<file path="config.mk">
export PLATFORM = sky130hd
export DESIGN_NAME = imm_decode_stage
export DESIGN_NICKNAME = d
export VERILOG_FILES = /design/src/rtl/imm_decode_stage.sv
export SDC_FILE = /design/constraint.sdc
export NUM_CORES = 1
export LEC_CHECK = 0
export CORE_ASPECT_RATIO = 1.5
export CORE_MARGIN = 4
export CORE_UTILIZATION = 45
export CTS_CLUSTER_SIZE = 30
export DETAILED_ROUTE_END_ITERATION = 16
export GPL_ROUTABILITY_DRIVEN = 0
export HOLD_SLACK_MARGIN = 0.08
export MAX_ROUTING_LAYER = met4
export PLACE_DENSITY = 0.78
export REMOVE_ABC_BUFFERS = 1
export SYNTH_ARGS = -nofsm -noshare
export SYNTH_HDL_FRONTEND = slang
export SYNTH_SLANG_ARGS = --single-unit
</file>
<file path="constraint.sdc">
create_clock -name i_clk -period 2.1 [get_ports i_clk]
set_input_delay 0.42 -clock i_clk [delete_from_list [all_inputs] [get_ports i_clk]]
set_output_delay 0.42 -clock i_clk [all_outputs]
set_load 0.01 [all_outputs]
</file>
<file path="src/rtl/imm_decode_stage.sv">
// imm_decode_stage
//   Decode-stage immediate generator. Each accepted instruction is decoded
//   combinationally into {imm, tag, fmt, err} and written into a 2-entry
//   FIFO skid buffer whose head drives the outputs from registers.
//
// Parameters
//   XLEN     : immediate width, 32 or 64
//   AUTO_FMT : 1 = format from opcode/funct3, 0 = format from i_imm_sel
//   TAG_W    : width of the sideband tag carried with each instruction
//
// Ports
//   i_clk        : clock, rising edge
//   i_rst        : synchronous active-high reset
//   i_flush      : discard all buffered entries (and any same-cycle accept)
//   i_in_valid   : input instruction/tag/selector valid
//   o_in_ready   : buffer has room (registered count < 2)
//   i_in_instr   : 32-bit instruction word
//   i_in_tag     : sideband tag, passed through unchanged
//   i_imm_sel    : explicit format selector (only used when AUTO_FMT = 0)
//   o_out_valid  : head entry valid
//   i_out_ready  : consumer accepts the head entry
//   o_out_imm    : extended immediate of the head entry
//   o_out_tag    : tag of the head entry
//   o_out_fmt    : format code used for the head entry
//   o_out_err    : head entry had an illegal/unsupported format
module imm_decode_stage #(
  parameter int XLEN     = 32,
  parameter bit AUTO_FMT = 1'b1,
  parameter int TAG_W    = 32
) (
  input  logic             i_clk,
  input  logic             i_rst,
  input  logic             i_flush,
  input  logic             i_in_valid,
  output logic             o_in_ready,
  input  logic [31:0]      i_in_instr,
  input  logic [TAG_W-1:0] i_in_tag,
  input  logic [2:0]       i_imm_sel,
  output logic             o_out_valid,
  input  logic             i_out_ready,
  output logic [XLEN-1:0]  o_out_imm,
  output logic [TAG_W-1:0] o_out_tag,
  output logic [2:0]       o_out_fmt,
  output logic             o_out_err
);

  typedef enum logic [2:0] {
    FMT_I     = 3'b000,
    FMT_S     = 3'b001,
    FMT_B     = 3'b010,
    FMT_J     = 3'b011,
    FMT_U     = 3'b100,
    FMT_Z     = 3'b101,
    FMT_SHAMT = 3'b110,
    FMT_INV   = 3'b111
  } imm_fmt_e;

  typedef struct packed {
    logic [XLEN-1:0]  imm;
    logic [TAG_W-1:0] tag;
    logic [2:0]       fmt;
    logic             err;
  } entry_t;

  logic [6:0]      w_opcode;
  logic [2:0]      w_funct3;
  imm_fmt_e        w_fmt;
  logic [31:0]     w_imm32;
  logic [XLEN-1:0] w_imm;
  logic            w_err;
  entry_t          w_new;
  logic            w_accept;
  logic            w_pop;
  logic            w_unused;

  logic [1:0]      r_count;
  entry_t          r_head;
  entry_t          r_tail;

  assign w_opcode = i_in_instr[6:0];
  assign w_funct3 = i_in_instr[14:12];

  // The selector only matters in explicit-format builds.
  assign w_unused = ^i_imm_sel;

  always_comb begin
    w_fmt = FMT_INV;
    if (AUTO_FMT) begin
      case (w_opcode)
        7'b0000011, 7'b1100111: w_fmt = FMT_I;
        7'b0010011: w_fmt = (w_funct3 == 3'b001 || w_funct3 == 3'b101) ? FMT_SHAMT : FMT_I;
        7'b0100011: w_fmt = FMT_S;
        7'b1100011: w_fmt = FMT_B;
        7'b1101111: w_fmt = FMT_J;
        7'b0110111, 7'b0010111: w_fmt = FMT_U;
        7'b1110011: w_fmt = w_funct3[2] ? FMT_Z : FMT_I;
        default:    w_fmt = FMT_INV;
      endcase
    end else begin
      w_fmt = imm_fmt_e'(i_imm_sel);
    end
  end

  // Build a 32-bit immediate first; the zero-extended formats never set
  // bit 31, so a single sign extension to XLEN is correct for every format.
  always_comb begin
    w_imm32 = '0;
    w_err   = 1'b0;
    case (w_fmt)
      FMT_I:     w_imm32 = {{20{i_in_instr[31]}}, i_in_instr[31:20]};
      FMT_S:     w_imm32 = {{20{i_in_instr[31]}}, i_in_instr[31:25], i_in_instr[11:7]};
      FMT_B:     w_imm32 = {{19{i_in_instr[31]}}, i_in_instr[31], i_in_instr[7],
                            i_in_instr[30:25], i_in_instr[11:8], 1'b0};
      FMT_J:     w_imm32 = {{11{i_in_instr[31]}}, i_in_instr[31], i_in_instr[19:12],
                            i_in_instr[20], i_in_instr[30:21], 1'b0};
      FMT_U:     w_imm32 = {i_in_instr[31:12], 12'b0};
      FMT_Z:     w_imm32 = {27'b0, i_in_instr[19:15]};
      FMT_SHAMT: w_imm32 = (XLEN == 64) ? {26'b0, i_in_instr[25:20]}
                                        : {27'b0, i_in_instr[24:20]};
      default: begin
        w_imm32 = '0;
        w_err   = 1'b1;
      end
    endcase
  end

  assign w_imm = XLEN'($signed(w_imm32));
  assign w_new = {w_imm, i_in_tag, 3'(w_fmt), w_err};

  assign o_in_ready  = (r_count != 2'd2);
  assign o_out_valid = (r_count != 2'd0);
  assign w_accept    = i_in_valid && o_in_ready;
  assign w_pop       = o_out_valid && i_out_ready;

  // Head is only rewritten when it is being consumed or is empty, which
  // keeps the outputs stable under back-pressure. Flush only clears the
  // count; stale data behind out_valid=0 is never observed.
  always_ff @(posedge i_clk) begin
    if (i_rst) begin
      r_count <= 2'd0;
      r_head  <= '0;
      r_tail  <= '0;
    end else if (i_flush) begin
      r_count <= 2'd0;
    end else begin
      if (w_pop && r_count == 2'd2) begin
        r_head <= r_tail;
      end else if (w_accept && (r_count == 2'd0 || w_pop)) begin
        r_head <= w_new;
      end
      if (w_accept && r_count == 2'd1 && !w_pop) begin
        r_tail <= w_new;
      end
      r_count <= r_count + {1'b0, w_accept} - {1'b0, w_pop};
    end
  end

  assign o_out_imm = r_head.imm;
  assign o_out_tag = r_head.tag;
  assign o_out_fmt = r_head.fmt;
  assign o_out_err = r_head.err;

endmodule
</file>
==> metrics, run 1 <==
multi-input combinational cell area=3097 sq um; clk sink count=138; Die Span X=102.5 microns; pin count of the biggest net entering global routing=46; core box area=13080 sq um; CTS Buffer Depth=2; Worst EP arrival=2.40 ns; final HPWL from detailed placement=12260 microns; final core utilization=67.39%; crit share post-route=97.51%; share of cells above drive strength 1=15.25%; min Tclk post-route=2.048 ns; GR Overflow Total=0; Mapped Area=6028 sq um; Fin. Hold Viols=0; violation count after the first detailed-routing iteration=282; EDFF count, synth=0; n_diodes=0; sequential-to-total area share from yosys stat=45.83%; htree depth=4; Reg clk slew, reported paths=0.05 ns; worst hold path class=reg -> reg; IO Port Bufs=138; PD cells=747.6 nW/um^2; Tot GR Track Use=23.34%; Syn Area/Cell=7.611 sq um; max_slew headroom=68.45%; reg2reg end=r_tail[67]$_SDFFE_PP0P_; final setup vio count=0; std cell rows=51; Max Slew Vio Count=0; TritonCTS buffer count=17; Crit path largest cell delay=0.58 ns; hold depth=2; TritonCTS clock tree=done; Leak Pwr=3.323 nW; hold buffers post-CTS=0; RSZ-0062 raised after global routing=yes; CP max stage cell=or3_2; DR vias/cell=5.455; worst r2r src=r_count[1]$_SDFF_PP0_; top-area cell type share of the netlist area=45.83%; post-synthesis cell type count=52; Worst Setup End Kind=flop; flops & latches, synth=138; top cells by area, synth=dfxtp_1 (46%), nand2_1 (14%), nor2_1 (5.6%), a21oi_1 (5.6%), a311oi_1 (4.9%); critical path, cell by cell=clkdlybuf4s50_1 > buf_4 > nand2b_1 > or3_2 > buf_4 > nor3_1 > a21oi_1 > nor2_1; initial core utilization=46.08%; most common cell after layout, fill and taps aside=nand2_1; async set or reset register ratio after synthesis=0%; io pins=142; Finished Cell Area=8816 sq um; CP startpoint kind=input port; r2r worst-path depth=6; final WL=17550 microns; Worst Path Buf+Inv=3; Worst Skew=0.007008 ns; Layout fillers=1064; full die area=15350 sq um; min-delay src=r_tail[28]$_SDFFE_PP0P_; Slew @ Worst Pin=0.4707 ns; Fmax=488.3 MHz; first-pass GRT wire length=28120 microns; outcome=complete, no violations; final net count=1052; Yosys top cell by area=dfxtp_1; Peak supply drop=0.0004739 V; Req. time, crit path=2.45 ns; Max FO, Critical Path=19; most frequent cells in the layout=nand2_1 (228), dfxtp_1 (138), clkdlybuf4s50_1 (130); max cap viols=0; hold path endpoint=r_tail[28]$_SDFFE_PP0P_; Setup crit start=i_out_ready; ys flop type=dfxtp_1; CP Class=in -> reg; CTS root buf=clkbuf_16; antenna-violating nets left=0; antenna violations before repair=0; via count=6268; placed cell area=8165 sq um; cell repeated most along the worst path=buf_4; vias in the first global route=6102; die height=149.8 microns; synthesis-to-finish area growth=46.24%; Worst-Skew Late Latency=0.41 ns; Detailed Routing Iterations Pass 1=4; drt drc=0; Cells after Synth=792; r2r setup slk=0.26 ns; CP top delay family=simple AND/OR/NAND/NOR gates; wire per inst=15.28 microns; Ys Warns=0; sequential cell area=2763 sq um
-- registers in the layout, indices dropped and copies added, names as in the netlist --
register   cells
o_out_err      1
o_out_tag     32
r_tail        68
o_out_fmt      3
o_out_imm     32
r_count        2
-- layout make-up --
cell class / instances / area share (%)
Clock inverter: 9 / 1.107
Clock buffer: 22 / 5.265
Inverter: 6 / 0.2555
Multi-Input combinational cell: 584 / 35.13
Timing Repair Buffer: 231 / 24.65
Tap cell: 159 / 2.257
Sequential cell: 138 / 31.34
-- synth_stat cells (2+ instances only) --
| library cell | count |
|---|---|
| nand2_1 | 228 |
| dfxtp_1 | 138 |
| nor2_1 | 90 |
| a21oi_1 | 67 |
| clkbuf_1 | 54 |
| a311oi_1 | 34 |
| o21ai_0 | 23 |
| a211oi_1 | 22 |
| nor3_1 | 18 |
| nand3_1 | 15 |
| a31oi_1 | 11 |
| nand2b_1 | 8 |
| a221oi_1 | 6 |
| inv_1 | 6 |
| buf_1 | 5 |
| buf_2 | 5 |
| nor3b_1 | 5 |
| or3_1 | 5 |
| a2111oi_0 | 4 |
| a22o_1 | 4 |
| and3_1 | 4 |
| a211o_1 | 3 |
| and2_1 | 2 |
| ha_1 | 2 |
| nand4_1 | 2 |
| nand4bb_1 | 2 |
| nor2b_1 | 2 |
| o31ai_1 | 2 |
| or2_2 | 2 |
-- worst max-delay path by stage --
stage | depth (start not counted) | to
finish | 8 | r_tail[67]$_SDFFE_PP0P_
global route | 10 | o_out_imm[19]$_SDFFE_PP0P_
CTS | 8 | o_out_imm[19]$_SDFFE_PP0P_
detailed placement | 8 | o_out_fmt[2]$_SDFFE_PP0P_
global placement | 8 | o_out_fmt[2]$_SDFFE_PP0P_
floorplan | 3 | r_tail[36]$_SDFFE_PP0P_
-- timing repair --
| action | CTS | global route |
|---|---|---|
| pin swaps | 3 | 9 |
| buffers inserted | 1 | 1 |
| gates resized for setup | 15 | 19 |
| endpoints found under the setup margin | 58 | 33 |
-- worst min-delay path, delay by kind of cell, from the launching register on --
family	cells	cell delay, ns
AO/OA/AOI/OAI	1	0.05
flip-flops	1	0.30
AND/OR/NAND/NOR	1	0.05
-- routing by layer --
metal / global-route usage, % / vias to the layer above / part of all wire, %
li1: - / 3111 / -
met4: 8.273 / 0 / 2.1
met5: - / - / 0
met2: 41.24 / 195 / 53
met3: 4.524 / 32 / 5.2
met1: 25.67 / 2930 / 40
-- logic make-up (layout without fill, tap and decap cells) --
logic type | after synthesis | count (layout) | synth area share (%)
simple gates | 389 | 389 | 27.13
compound gates | 190 | 190 | 21.71
flops | 138 | 138 | 45.83
buf+inv | 70 | 268 | 4.462
fa+ha+maj | 2 | 2 | 0.4150
xor+xnor | 2 | 2 | 0.2906
mux | 1 | 1 | 0.1661
-- through the flow --
step	std cells	worst slack [ns]	total power (W)	hold WS [ns]	TNS (ns)
floorplan	728	-2.591	0.003188	0.4305	-275.28
global placement	1116	-0.5636	0.003764	0.4407	-37.90
detailed placement	1116	-0.6164	0.003779	0.4465	-42.61
CTS	1148	0.0006830	0.006630	0.4531	0
global route	1149	-0.04777	0.006845	0.4558	-0.3129
finish	1149	0.05225	0.006590	0.4528	0
-- power breakdown --
group	internal, W	leakage (nW)	switching [W]	total (W)
logic	0.000503	1.92	0.000462	0.000965
registers	0.00272	1.12	0.0000552	0.00278
clock network	0.00179	0.279	0.00106	0.00285
total	0.00501	3.32	0.00158	0.00659
(Power assumes the default switching activity.)
==> inputs of run 2 (changes only) <==
- GPL_ROUTABILITY_DRIVEN: 0 -> default
- SLEW_MARGIN: default -> 20
==> metrics, run 2 (synthesis gave the netlist of run 1 again) <==
crit share post-route=97.73%; most frequent cells in the layout=nand2_1 (228), dfxtp_1 (138), clkdlybuf4s50_1 (130); htree depth=4; wire per inst=15.40 microns; std cell rows=51; largest register by flop count=r_tail; GPL Wtd Cong=0.8689; CP Class=in -> reg; max cap viols=0; core box area=13080 sq um; Fmax=487.3 MHz; final net count=1057; n_diodes=0; share of cells above drive strength 1=15.39%; outcome=complete, no violations; io pins=142; Largest register FFs=68; final HPWL from detailed placement=12730 microns; Max FO, Critical Path=8; vias in the first global route=5939; min Tclk post-route=2.052 ns; RSZ-0062 raised after global routing=no; final setup vio count=0; Slew @ Worst Pin=0.4670 ns; initial core utilization=46.08%; Detailed Routing Iterations Pass 1=5; via count=6300; antenna violations before repair=0; Peak supply drop=0.0005347 V; max_slew headroom=68.87%; drt drc=0; Die Span X=102.5 microns; Tot GR Track Use=23.78%; pin count of the biggest net entering global routing=46; synthesis-to-finish area growth=46.70%; clk sink count=138; setup_tns=0 ns; worst hold path class=in -> reg; Worst-Skew Late Latency=0.41 ns; CP startpoint kind=input port; PD cells=736.1 nW/um^2; Worst EP arrival=2.34 ns; full die area=15350 sq um; most common cell after layout, fill and taps aside=nand2_1; Req. time, crit path=2.39 ns; final WL=17760 microns; antenna-violating nets left=0; r2r setup slk=0.32 ns; DR vias/cell=5.464; Max Slew Vio Count=0; Reg clk slew, reported paths=0.06 ns; Final Power=0.006509 W; die height=149.8 microns; Leak Pwr=3.301 nW; CTS root buf=clkbuf_16; final core utilization=67.60%; Worst Skew=0.007027 ns; GR Overflow Total=0; TritonCTS clock tree=done; TritonCTS buffer count=17; CTS Buffer Depth=2; first-pass GRT wire length=28360 microns; Fin. Hold Viols=0; Worst Setup End Kind=flop; Layout fillers=1105; violation count after the first detailed-routing iteration=318; IO Port Bufs=138; WHS=0.4476 ns
run 2: cell types whose count changed in the layout (fill, tap and decap cells not counted), moves of 3 or more:
cell,before,now
clkinvlp_4,1,5
buf_4,86,90
clkinv_2,6,1
dlygate4sd2_1,1,6
clkinv_4,0,3
run 2: routing by layer:
| layer | vias to the layer above | global-route usage [%] | wire, microns | share of wire, % |
|---|---|---|---|---|
| li1 | 3124 | - | - | - |
| met2 | 190 | 41.59 | 9372 | 53 |
| met4 | 0 | 8.798 | 449 | 2.5 |
| met3 | 39 | 4.618 | 894 | 5.0 |
| met1 | 2947 | 26.36 | 7039 | 40 |
| met5 | - | - | 0 | 0 |
run 2: what timing repair did:
action,CTS,global route
endpoints found under the hold margin,0,0
setup buffers,3,0
pin swaps,4,0
hold buffers,0,0
gates resized for setup,24,6
endpoints found under the setup margin,60,25
run 2: final timing paths:
kind / startpoint / to / depth (start not counted)
worst max-delay path: i_in_instr[2] / o_out_imm[4]$_SDFFE_PP0P_ / 10
worst min-delay path: i_rst / r_tail[13]$_SDFFE_PP0P_ / 2
worst max register to register: r_count[1]$_SDFF_PP0_ / r_count[1]$_SDFF_PP0_ / 8
worst min register to register: r_tail[21]$_SDFFE_PP0P_ / r_tail[21]$_SDFFE_PP0P_ / 2
run 2: area by class of cell:
| cell class | instances | area, sq um | share of cell area [%] |
|---|---|---|---|
| clock buffers | 20 | 446.7 | 5.051 |
| clock inverters | 10 | 98.84 | 1.118 |
| inverters | 6 | 22.52 | 0.2547 |
| multi-input cells | 584 | 3109 | 35.16 |
| flip-flops and latches | 138 | 2763 | 31.24 |
| well taps | 159 | 198.9 | 2.250 |
| repair buffers | 236 | 2205 | 24.93 |
run 2: where the power goes:
part | switching [W] | leakage, nW | total [W] | internal (W)
Combinational | 0.000463 | 1.93 | 0.000964 | 0.000501
Clock | 0.00113 | 0.250 | 0.00277 | 0.00165
Sequential | 0.0000534 | 1.12 | 0.00277 | 0.00272
Total | 0.00164 | 3.30 | 0.00651 | 0.00487
run 2: through the flow:
| stage | worst slack (ns) | cell area, sq um | instances |
|---|---|---|---|
| floorplan | -2.591 | 5782 | 728 |
| global placement | -0.6563 | 8183 | 1120 |
| detailed placement | -0.6919 | 8183 | 1120 |
| CTS | 0.01152 | 8821 | 1153 |
| global route | 0.01089 | 8843 | 1153 |
| finish | 0.04773 | 8843 | 1153 |
run 2: critical path: stages:
cell,delay [ns]
dlygate4sd2_1,0.29
buf_4,0.15
nor2b_1,0.15
o21ba_2,0.25
buf_4,0.14
o21bai_4,0.14
o311ai_2,0.12
buf_4,0.18
a2111oi_1,0.43
nor2_1,0.07
==> inputs of run 3 (changes only) <==
- CTS_CLUSTER_DIAMETER: default -> 30
==> results of run 3 <==
No change in the layout: final DEF, timing and power equal those of run 2.
